==> src/rtl/id_ex_stage.sv <==
// ID/EX pipeline register with load-use hazard detection.
// Captures the decoded instruction from ID and presents it to EX one cycle
// later. A bubble (all fields zero, valid=0) replaces the instruction on a
// branch flush or on a load-use hazard. The whole register freezes while
// data memory stalls. Two saturating counters record load-use stalls and
// flush bubbles for performance debug.
//
// Handshake: there is no valid/ready pair here. mem_stall_i acts as a global
// "not ready" from downstream and holds every register. hazard_stall_o is the
// upstream "not ready" that tells PC and IF/ID to hold their contents.
module id_ex_stage #(
  parameter int DATA_W = 32,
  parameter int CNT_W  = 16
) (
  input  logic              clk_i,
  input  logic              rst_i,
  input  logic              mem_stall_i,
  input  logic              flush_i,
  input  logic [4:0]        ID_RS1addr_i,
  input  logic [4:0]        ID_RS2addr_i,
  input  logic [4:0]        ID_RDaddr_i,
  input  logic              ID_uses_rs1_i,
  input  logic              ID_uses_rs2_i,
  input  logic [DATA_W-1:0] ID_RS1data_i,
  input  logic [DATA_W-1:0] ID_RS2data_i,
  input  logic [DATA_W-1:0] ID_imm_i,
  input  logic [9:0]        ID_funct_i,
  input  logic [7:0]        ID_ctrl_i,
  output logic [4:0]        ID_EX_RS1addr_o,
  output logic [4:0]        ID_EX_RS2addr_o,
  output logic [4:0]        ID_EX_RDaddr_o,
  output logic [DATA_W-1:0] ID_EX_RS1data_o,
  output logic [DATA_W-1:0] ID_EX_RS2data_o,
  output logic [DATA_W-1:0] ID_EX_imm_o,
  output logic [9:0]        ID_EX_funct_o,
  output logic [7:0]        ID_EX_ctrl_o,
  output logic              ID_EX_valid_o,
  output logic              hazard_stall_o,
  output logic [CNT_W-1:0]  stall_cnt_o,
  output logic [CNT_W-1:0]  bubble_cnt_o
);

  // Control layout: {RegWrite, MemtoReg, MemRead, MemWrite, ALUOp[1:0], ALUSrc, Branch}
  localparam int MEM_READ_BIT = 5;

  logic ex_is_load;
  logic rs1_conflict;
  logic rs2_conflict;
  logic load_bubble;

  // A load in EX whose rd is needed by the instruction in ID cannot be
  // forwarded in time. x0 never counts as a dependency.
  assign ex_is_load   = ID_EX_valid_o & ID_EX_ctrl_o[MEM_READ_BIT] & (ID_EX_RDaddr_o != 5'd0);
  assign rs1_conflict = ID_uses_rs1_i & (ID_RS1addr_i == ID_EX_RDaddr_o);
  assign rs2_conflict = ID_uses_rs2_i & (ID_RS2addr_i == ID_EX_RDaddr_o);
  assign hazard_stall_o = ~mem_stall_i & ex_is_load & (rs1_conflict | rs2_conflict);

  // Flush and hazard both produce a bubble; mem stall overrides either.
  assign load_bubble = flush_i | hazard_stall_o;

  // Pipeline register: hold on mem stall, bubble on flush/hazard, else capture ID.
  always_ff @(posedge clk_i or negedge rst_i) begin
    if (!rst_i) begin
      ID_EX_RS1addr_o <= '0;
      ID_EX_RS2addr_o <= '0;
      ID_EX_RDaddr_o  <= '0;
      ID_EX_RS1data_o <= '0;
      ID_EX_RS2data_o <= '0;
      ID_EX_imm_o     <= '0;
      ID_EX_funct_o   <= '0;
      ID_EX_ctrl_o    <= '0;
      ID_EX_valid_o   <= 1'b0;
    end else if (!mem_stall_i) begin
      if (load_bubble) begin
        ID_EX_RS1addr_o <= '0;
        ID_EX_RS2addr_o <= '0;
        ID_EX_RDaddr_o  <= '0;
        ID_EX_RS1data_o <= '0;
        ID_EX_RS2data_o <= '0;
        ID_EX_imm_o     <= '0;
        ID_EX_funct_o   <= '0;
        ID_EX_ctrl_o    <= '0;
        ID_EX_valid_o   <= 1'b0;
      end else begin
        ID_EX_RS1addr_o <= ID_RS1addr_i;
        ID_EX_RS2addr_o <= ID_RS2addr_i;
        ID_EX_RDaddr_o  <= ID_RDaddr_i;
        ID_EX_RS1data_o <= ID_RS1data_i;
        ID_EX_RS2data_o <= ID_RS2data_i;
        ID_EX_imm_o     <= ID_imm_i;
        ID_EX_funct_o   <= ID_funct_i;
        ID_EX_ctrl_o    <= ID_ctrl_i;
        ID_EX_valid_o   <= 1'b1;
      end
    end
  end

  // Saturating performance counters; a flush takes credit over a coincident hazard.
  always_ff @(posedge clk_i or negedge rst_i) begin
    if (!rst_i) begin
      stall_cnt_o  <= '0;
      bubble_cnt_o <= '0;
    end else if (!mem_stall_i) begin
      if (flush_i) begin
        if (bubble_cnt_o != '1) bubble_cnt_o <= bubble_cnt_o + CNT_W'(1);
      end else if (hazard_stall_o) begin
        if (stall_cnt_o != '1) stall_cnt_o <= stall_cnt_o + CNT_W'(1);
      end
    end
  end

endmodule
==> config.mk <==
export PLATFORM = sky130hd
export DESIGN_NAME = id_ex_stage
export DESIGN_NICKNAME = d
export VERILOG_FILES = /design/src/rtl/id_ex_stage.sv
export SDC_FILE = /design/constraint.sdc
export NUM_CORES = 1
export LEC_CHECK = 0
export BUFFER_PORTS_ARGS = -buffer_cell sky130_fd_sc_hd__buf_2
export CORE_UTILIZATION = 46
export CTS_CLUSTER_DIAMETER = 120
export DETAILED_ROUTE_END_ITERATION = 10
export MAX_ROUTING_LAYER = met4
export PLACE_DENSITY_LB_ADDON = 0.08
export SETUP_SLACK_MARGIN = 0.05
export SYNTH_ARGS = -nofsm -noshare
export SYNTH_HDL_FRONTEND = slang
export SYNTH_SLANG_ARGS = --single-unit
==> constraint.sdc <==
create_clock -name clk_i -period 2.11 [get_ports clk_i]
set_input_delay 0.422 -clock clk_i [delete_from_list [all_inputs] [get_ports clk_i]]
set_output_delay 0.422 -clock clk_i [all_outputs]
set_load 0.01 [all_outputs]
# [Word-level counts from Yosys, hierarchy flattened]
# Cells that the tools add are included.
[totals] reg_bits=162 in_bits=135 out_inout_bits=163 word_cells=39
[classes] n_addsub=2 n_eq_ne=4 n_mux=9 bitwise=10 n_reduce_logical=3
[op_table] op="32-bit two-way mux" n=3
[op_table] op="16-bit by 1-bit adder with 16-bit output, second input constant" n=2
[op_table] op="16-bit inequality test, second input constant" n=2
[op_table] op="5-bit two-way mux" n=3
[op_table] op="5-bit == test" n=2
[op_table] op="10-bit two-way mux" n=1
[op_table] op="8-bit two-way mux" n=1
[op_table] op="1-bit AND" n=6
[op_table] op="5-bit nonzero test" n=1
[op_table] op="4-bit AND reduction" n=1
[op_table] op="3-bit AND reduction" n=1
[op_table] op="1-bit NOT" n=2
[op_table] op="1-bit OR" n=2
[op_table] op="1-bit two-way mux" n=1

# [Longest topological paths before layout]
# Gate-level depths: netlist (run 1).
[logic_depth] ltp_word=6 mapped_depth=7 mapped_depth_nobuf=6

# [Least setup slack after synthesis (run 1)]
# OpenSTA, ideal clock, no wires.
[synth_path] kind="register -> register" start="reg ID_EX_RDaddr_o[1]" end="reg stall_cnt_o[1]" setup_time_ns=0.125 arrival_ns=1.876 t_required_ns=1.985 path_slack_ns=0.109 stages_incl_launch_ff=6 path_buffers=0 period_less_slack_ns=2.001 cell_sequence="dfrtp_1 -> or4_1 -> o21ai_0 -> nor2_1 -> nand2_1 -> mux2_2"
[synth_between] elab_chain_len=5 word_cells_on_any_way=10 cone_classes="eq/ne: 2; bitwise: 6; reduce/logical: 2"
[synth_rtl] item="start, declared" line_no="31" rtl="output logic [4:0] ID_EX_RDaddr_o,"
[synth_rtl] item="start signal, assigned" line_no="87" rtl="ID_EX_RDaddr_o <= ID_RDaddr_i;"
[synth_rtl] item="5-bit == test (tied with other cells)" line_no="54" rtl="assign rs1_conflict = ID_uses_rs1_i & (ID_RS1addr_i == ID_EX_RDaddr_o);"
[synth_rtl] item="1-bit AND, on equally long branches" line_no="54, 53, 55"
[synth_rtl] item="1-bit OR or 1-bit AND (tied branches)" line_no="56" rtl="assign hazard_stall_o = ~mem_stall_i & ex_is_load & (rs1_conflict | rs2_conflict);"
[synth_rtl] item="1-bit AND (*)" line_no="56"
[synth_rtl] item="4-bit AND reduction (no source line) (*)"
[synth_rtl] item="end signal, assigned" line_no="107" rtl="if (stall_cnt_o != '1) stall_cnt_o <= stall_cnt_o + CNT_W'(1);"
[synth_rtl] item="end, declared" line_no="39" rtl="output logic [CNT_W-1:0] stall_cnt_o,"
# Every way passes the cells marked *; elsewhere a longest branch is shown, timed or not.
# A chain may end at the register's enable or synchronous reset.

# [Final worst setup path (run 1)]
[layout_path] start="reg ID_EX_RDaddr_o[1]" end="out hazard_stall_o"
[layout_between] elab_chain_len=4 word_cells_on_any_way=9 cone_classes="eq/ne: 2; bitwise: 6; reduce/logical: 1"
[layout_rtl] item="5-bit == test (tied with other cells)" line_no="54"
[layout_rtl] item="1-bit AND, on equally long branches" line_no="54, 53, 55"
[layout_rtl] item="1-bit OR or 1-bit AND (tied branches)" line_no="56"
[layout_rtl] item="1-bit AND (*)" line_no="56"
[layout_rtl] item="end, declared" line_no="38" rtl="output logic hazard_stall_o,"
# Marks and branches as above.

==> metrics.txt, run 1 <==
Comb power frac=14.9%; Internal Dissipation=5620 µW; post-layout instance area=between 8000 and 9000 µm²; drc violations=0; Power Total=between 7000 and 8000 µW; CTS tree=yes; final hold vios=0; row cnt=42; Least-Margin Pin Slew=0.890 ns; Hold Path Class=in2reg; io pins=roughly 300; I/O Buffers=around 300; GRT Total Usage=24.4%; Die H=approximately 120 µm; Reg clk slew, reported paths=about 0.07 ns; Final Setup Violations=13; initial DRC count=about 330; clk_skew=a little over 0.009 ns; CTS sink cnt=162; WS Path Type=reg2out; vias in the first global route=4892; Clock Latency Late Sink=0.42 ns; met2 usage=between 30% and 40%; violated checks=negative setup slack; Synth Net Count=between 500 and 600; RSZ-0062 raised after global routing=true; Final Max Tran Viols=0; CP required=between 1.5 and 2 ns; Die ar.=14100 µm²; Nets=~910; largest net degree at the start of global routing=between 80 and 90; CTS Root Cell=clkbuf_16; final worst-path setup slack=-0.133 ns; area delta synth->final=42.6%; Peak VDD IR=just under 0.0007 V; max-cap violations=0; Routability Congestion=between 0.9 and 1; DRT Pass-1 Iters=5; CP startpoint kind=flip-flop; most used routing layer=met2; status=finished with violations; sequential area share after synthesis=64.6%; RR Startpoint=ID_EX_RDaddr_o[1]; first-pass GRT wire length=between 20 and 30 mm; Switching Fraction=26.1%; final core occ=roughly two thirds; synth unique cells=34; via count=5116; Max Clock Freq=approximately 0.45 GHz; total CTS buffers=17; vias per inst=5.28; Detail Route Antenna Nets=0; wire per inst=between 15 and 20 µm; detailed placer's ending HPWL=between 10 and 15 mm; Post-Syn Instances=~460; r2r setup slk=-0.02 ns; fin crit period=about 2.2 ns; Placed Area=7970 µm²; Initial Util=between 40% and 50%; Reg power frac=a little under half; mapped cell area=about 6300 µm²; Yosys warnings=0; pwr dens=~850 nW/µm²; Net Sw Power=about 2000 µW; setup_tns=-0.223 ns; CTS max path bufs=2; HP Start=ID_RS2data_i[0]; CP Capture Type=output port; GRT met1 Usage=30.9%; period utilisation layout=106%; clock share of power=between 30% and 40%; H-tree levels=4; routing usage on met3=between 5 and 6%; CP Data Arrival Time=approximately 1.8 ns; filler cell count=around 1000; core area=approximately 13000 µm²; syn_area_per_cell=between 10 and 15 µm²; worst-path fanout max=2; FF+latch count, synth=162; crit path launch=ID_EX_RDaddr_o[1]; Pleak=between 0.004 and 0.005 µW; total gr overflow=0; Slew HR=approximately 40%; WL final=18.4 mm; initial antenna violation count=3; Die W=~120 µm; share of cells above drive strength 1=47.0%
[state kept, by name, summed over array words and instances (netlist names)]
register	cells
ID_EX_RS1addr_o	5
ID_EX_ctrl_o	8
bubble_cnt_o	16
ID_EX_RDaddr_o	5
ID_EX_imm_o	32
ID_EX_valid_o	1
ID_EX_RS1data_o	32
stall_cnt_o	16
ID_EX_funct_o	10
ID_EX_RS2addr_o	5
ID_EX_RS2data_o	32
[layout make-up]
cell class	instances	area, µm²	area share (%)
multi-input combinational	260	2040	22.7
clock buffer	21	460	5.14
tap	176	220	2.46
antenna	3	7.51	0.0838
clock inverter	11	105	1.17
inverter	3	11.3	0.126
timing repair buffer	333	2060	23.0
sequential	162	4060	45.3
[final timing paths]
| path | end | depth (start not counted) |
|---|---|---|
| max reg2reg | ID_EX_RS1data_o[28] | 7 |
| max in group asynchronous | ID_EX_RS2data_o[28] | 3 |
| min reg2reg | bubble_cnt_o[13] | 1 |
| max | hazard_stall_o | 4 |
| min | ID_EX_RS2data_o[0] | 2 |
| min in group asynchronous | ID_EX_imm_o[20] | 2 |
[cells by family (layout without fill, tap and decap cells)]
family	Yosys count	after routing	share of synthesized area, %
buf+inv	33	368	3.35
xor+xnor	39	39	5.44
flops	162	162	64.6
simple gates	78	78	6.71
mux	2	2	0.359
other cells	0	3	0
compound gates	139	139	19.2
fa+ha+maj	2	2	0.398
[synth_stat cells (all sizes together)]
cell type / count / area [µm²]
or3b: 1 / 8.76
and3: 6 / 37.5
mux2: 2 / 22.5
a211oi: 1 / 7.51
o21ai: 2 / 10.0
and3b: 1 / 8.76
nor3: 5 / 25.0
xor2: 7 / 61.3
buf: 14 / 139
nand4: 14 / 87.6
clkbuf: 16 / 60.1
xnor2: 32 / 280
dfrtp: 162 / 4050
inv: 3 / 11.3
nand3b: 1 / 7.51
a21boi: 1 / 11.3
nand2: 12 / 45.0
nand2b: 1 / 6.26
o41ai: 1 / 8.76
or4: 1 / 7.51
o22ai: 1 / 12.5
nor4: 4 / 31.3
ha: 2 / 25.0
o21a: 1 / 7.51
and4: 2 / 17.5
and2: 2 / 12.5
nor2: 12 / 45.0
a21o: 1 / 7.51
a21oi: 2 / 10.0
nand3: 15 / 75.1
or3: 1 / 6.26
a22o: 129 / 1130
[worst max-delay path, stage by stage (launching register included)]
cell	delay, ns
dfrtp_1	0.38
or4_4	0.55
o21a_4	0.21
and2_4	0.15
buf_6	0.11
[metal layers]
metal	vias to the layer above	share of wire, %
met2	191	50
met5	-	0
met3	12	6.8
li1	2365	-
met1	2548	42
met4	0	1.1
[placed cells by master, fill, tap and decap left out, drive strengths merged, types with 2 or more instances in the layout]
cell / n
dfrtp: 162
buf: 324
nand3: 15
diode: 3
xnor2: 32
a22o: 129
a21oi: 2
mux2: 2
nor3: 5
ha: 2
clkinv: 4
inv: 5
xor2: 7
o21ai: 2
nand4: 14
clkinvlp: 4
clkbuf: 29
nor4: 4
and2: 2
and4: 2
nand2: 12
nor2: 12
and3: 6
[power groups by stage]
stage,registers [µW],logic (µW),clock network (µW)
floorplan,3700,373,0
global placement,3580,1020,0
detailed placement,3590,1040,0
CTS,3540,1050,2980
global route,3570,1220,3130
finish,3540,1130,2930
[stage by stage]
step           std cells  setup WS [ns]  hold WS [ns]
6_report             969         -0.133         0.215
3_3_place_gp         914          0.121         0.323
3_5_place_dp         914         0.0836         0.327
5_1_grt              969         -0.183         0.205
4_1_cts              949         -0.154         0.204
2_1_floorplan        455          0.109         0.126
[timing repair]
item | 4_1_cts | 5_1_grt
pin swaps | 53 | 44
hold buffers | 1 | 0
buffers inserted | 2 | 2
cloned | 0 | 15
setup endpoints to repair | 1 | 131
resized for setup | 5 | 14
hold endpoints to repair | 28 | 0
No activity file was read; power rests on OpenSTA's default activity.
==> inputs of run 2 (changes only) <==
--- a/config.mk
+++ b/config.mk
@@ -11,7 +11,7 @@
 export DETAILED_ROUTE_END_ITERATION = 10
 export MAX_ROUTING_LAYER = met4
 export PLACE_DENSITY_LB_ADDON = 0.08
-export SETUP_SLACK_MARGIN = 0.05
+export SETUP_SLACK_MARGIN = 0.02
 export SYNTH_ARGS = -nofsm -noshare
 export SYNTH_HDL_FRONTEND = slang
 export SYNTH_SLANG_ARGS = --single-unit
==> run 2 against run 1 <==
The run still ends with negative setup slack left. Hold slack better by 0.0017 ns. Global-route usage up 0.054 points. First-iteration DRC count down 12%. Routed wire length down 2.8%. Via count about the same. Critical endpoint unchanged. Sequential cell count unchanged. Sequential power about the same.
==> metrics.txt, run 2 (synthesized netlist as in run 1, its figures left out) <==
status=finished with violations; violated checks=negative setup slack; period utilisation layout=106%; vias in the first global route=between 4000 and 5000; drc violations=0; filler cell count=1066; core area=roughly 13000 µm²; WL final=between 15 and 20 mm; detailed placer's ending HPWL=~12 mm; row cnt=42; Least-Margin Pin Slew=about 0.90 ns; Nets=~900; commonest non-fill, non-tap cell in the layout=buf_2; total gr overflow=0; HP Start=ID_RS2data_i[0]; CP required=about 1.7 ns; I/O Buffers=~300; wire per inst=between 15 and 20 µm; commonest cells after routing, fill and taps aside=buf_2, dfrtp_1, a22o_1; DP Worst Slack=0.0836 ns; CTS max path bufs=2; fin crit period=2.24 ns; post-layout instance area=~8800 µm²; Slew HR=39.7%; clock share of power=38.7%; area delta synth->final=40.1%; crit path launch=ID_EX_RDaddr_o[1]; max-cap violations=0; register area=roughly 4100 µm²; Largest regs=ID_EX_RS1data_o: 32 flops, ID_EX_RS2data_o: 32 flops, ID_EX_imm_o: 32 flops; H-tree levels=4; Net Sw Power=1970 µW; Worst path max stage delay=roughly 0.55 ns; Largest delay share family, worst path=simple AND/OR/NAND/NOR gates; first-pass GRT wire length=25.9 mm; RSZ-0062 raised after global routing=true; Clock Latency Late Sink=0.42 ns; share of cells above drive strength 1=46.6%; Die W=119 µm; largest net degree at the start of global routing=about 90; CP startpoint kind=flip-flop; Final Max Tran Viols=0; Initial Util=47.2%; total CTS buffers=17; Placed Area=roughly 8000 µm²; Routability Congestion=approximately 0.9; Detail Route Antenna Nets=0; crit path max-delay cell type=or4_4; Switching Fraction=26.1%; buffer and inverter count on the worst path=1; area of the multi-input gates=slightly above 2000 µm²; DRT Pass-1 Iters=4; clk_skew=slightly below 0.009 ns; via count=5115; vias per inst=5.31; Die H=119 µm; Final Setup Violations=2; CP Capture Type=output port; initial DRC count=just under 300; Max Clock Freq=0.446 GHz; CTS sink cnt=162; WS Path Type=reg2out; CTS Root Cell=clkbuf_16; Peak VDD IR=0.000693 V; Reg power frac=between 40% and 50%; Hold Path Class=in2reg; io pins=around 300; CP cell instances=or4_4 -> o21a_4 -> and2_4 -> buf_6; Reg clk slew, reported paths=about 0.070 ns; Power Total=between 7000 and 8000 µW; GRT Total Usage=24.4%; final hold vios=0; CTS tree=yes; Pleak=0.00471 µW; Internal Dissipation=roughly 5600 µW; CP Data Arrival Time=between 1.5 and 2 ns; final worst-path setup slack=-0.131 ns; Die ar.=between 10000 and 15000 µm²; Comb power frac=approximately 14%; pwr dens=859 nW/µm²; worst-path fanout max=2; initial antenna violation count=2; RR Startpoint=ID_EX_RDaddr_o[1]
run 2: cell types whose count changed in the layout (fill, tap and decap cells not counted):
cell       previous run  this run
buf_6                 3         6
buf_12                8         4
clkbuf_16            25        21
buf_8                 3         2
run 2: layout make-up:
cell class,instances,share of cell area [%]
Multi-Input combinational cell,260,23.2
Inverter,3,0.128
Tap cell,176,2.50
Antenna cell,3,0.0853
Clock inverter,11,1.19
Sequential cell,162,46.1
Timing Repair Buffer,327,21.6
Clock buffer,21,5.23
run 2: per-stage QoR:
step | hold slack [ns] | std cells | util (%) | TNS (ns)
6_report | 0.217 | 963 | 66.2 | -0.136
4_1_cts | 0.204 | 949 | 64.5 | -0.154
3_3_place_gp | 0.323 | 914 | 60.0 | 0
2_1_floorplan | 0.126 | 455 | - | 0
3_5_place_dp | 0.327 | 914 | 60.0 | 0
5_1_grt | 0.203 | 962 | 66.1 | -0.943
run 2: routing by layer:
layer / up-vias / GRT usage, % / wire length (µm)
met3: 18 / 5.99 / 1090
met2: 186 / 38.1 / 8710
li1: 2356 / - / -
met1: 2555 / 31.0 / 7790
met4: 0 / 9.02 / 265
met5: - / - / 0
run 2: final timing paths:
| check | slack (ns) | cells after the start | to |
|---|---|---|---|
| setup / recovery | -0.13 | 4 | hazard_stall_o |
| hold / removal | 0.22 | 2 | ID_EX_RS2data_o[0] |
| setup reg to reg | -0.01 | 8 | ID_EX_RS2data_o[27] |
| hold reg to reg | 0.49 | 1 | bubble_cnt_o[13] |
| max in group asynchronous | 1.00 | 3 | ID_EX_RS2data_o[28] |
| min in group asynchronous | 0.46 | 2 | ID_EX_RS2data_o[21] |
run 2: power by group through the flow:
stage                     sequential, µW  clock (µW)  combinational, µW
after detailed placement            3590           0               1040
after global routing                3570        3120               1180
final                               3540        2930               1090
after CTS                           3540        2980               1050
after global placement              3580           0               1020
after floorplan                     3700           0                373
run 2: what timing repair did:
action / 4_1_cts / 5_1_grt
resized for setup: 5 / 6
pin swaps: 5 / 4
endpoints found under the hold margin: 28 / 0
buffers inserted: 2 / 3
hold buffers: 1 / 0
endpoints found under the setup margin: 1 / 120
cloned: 0 / 8
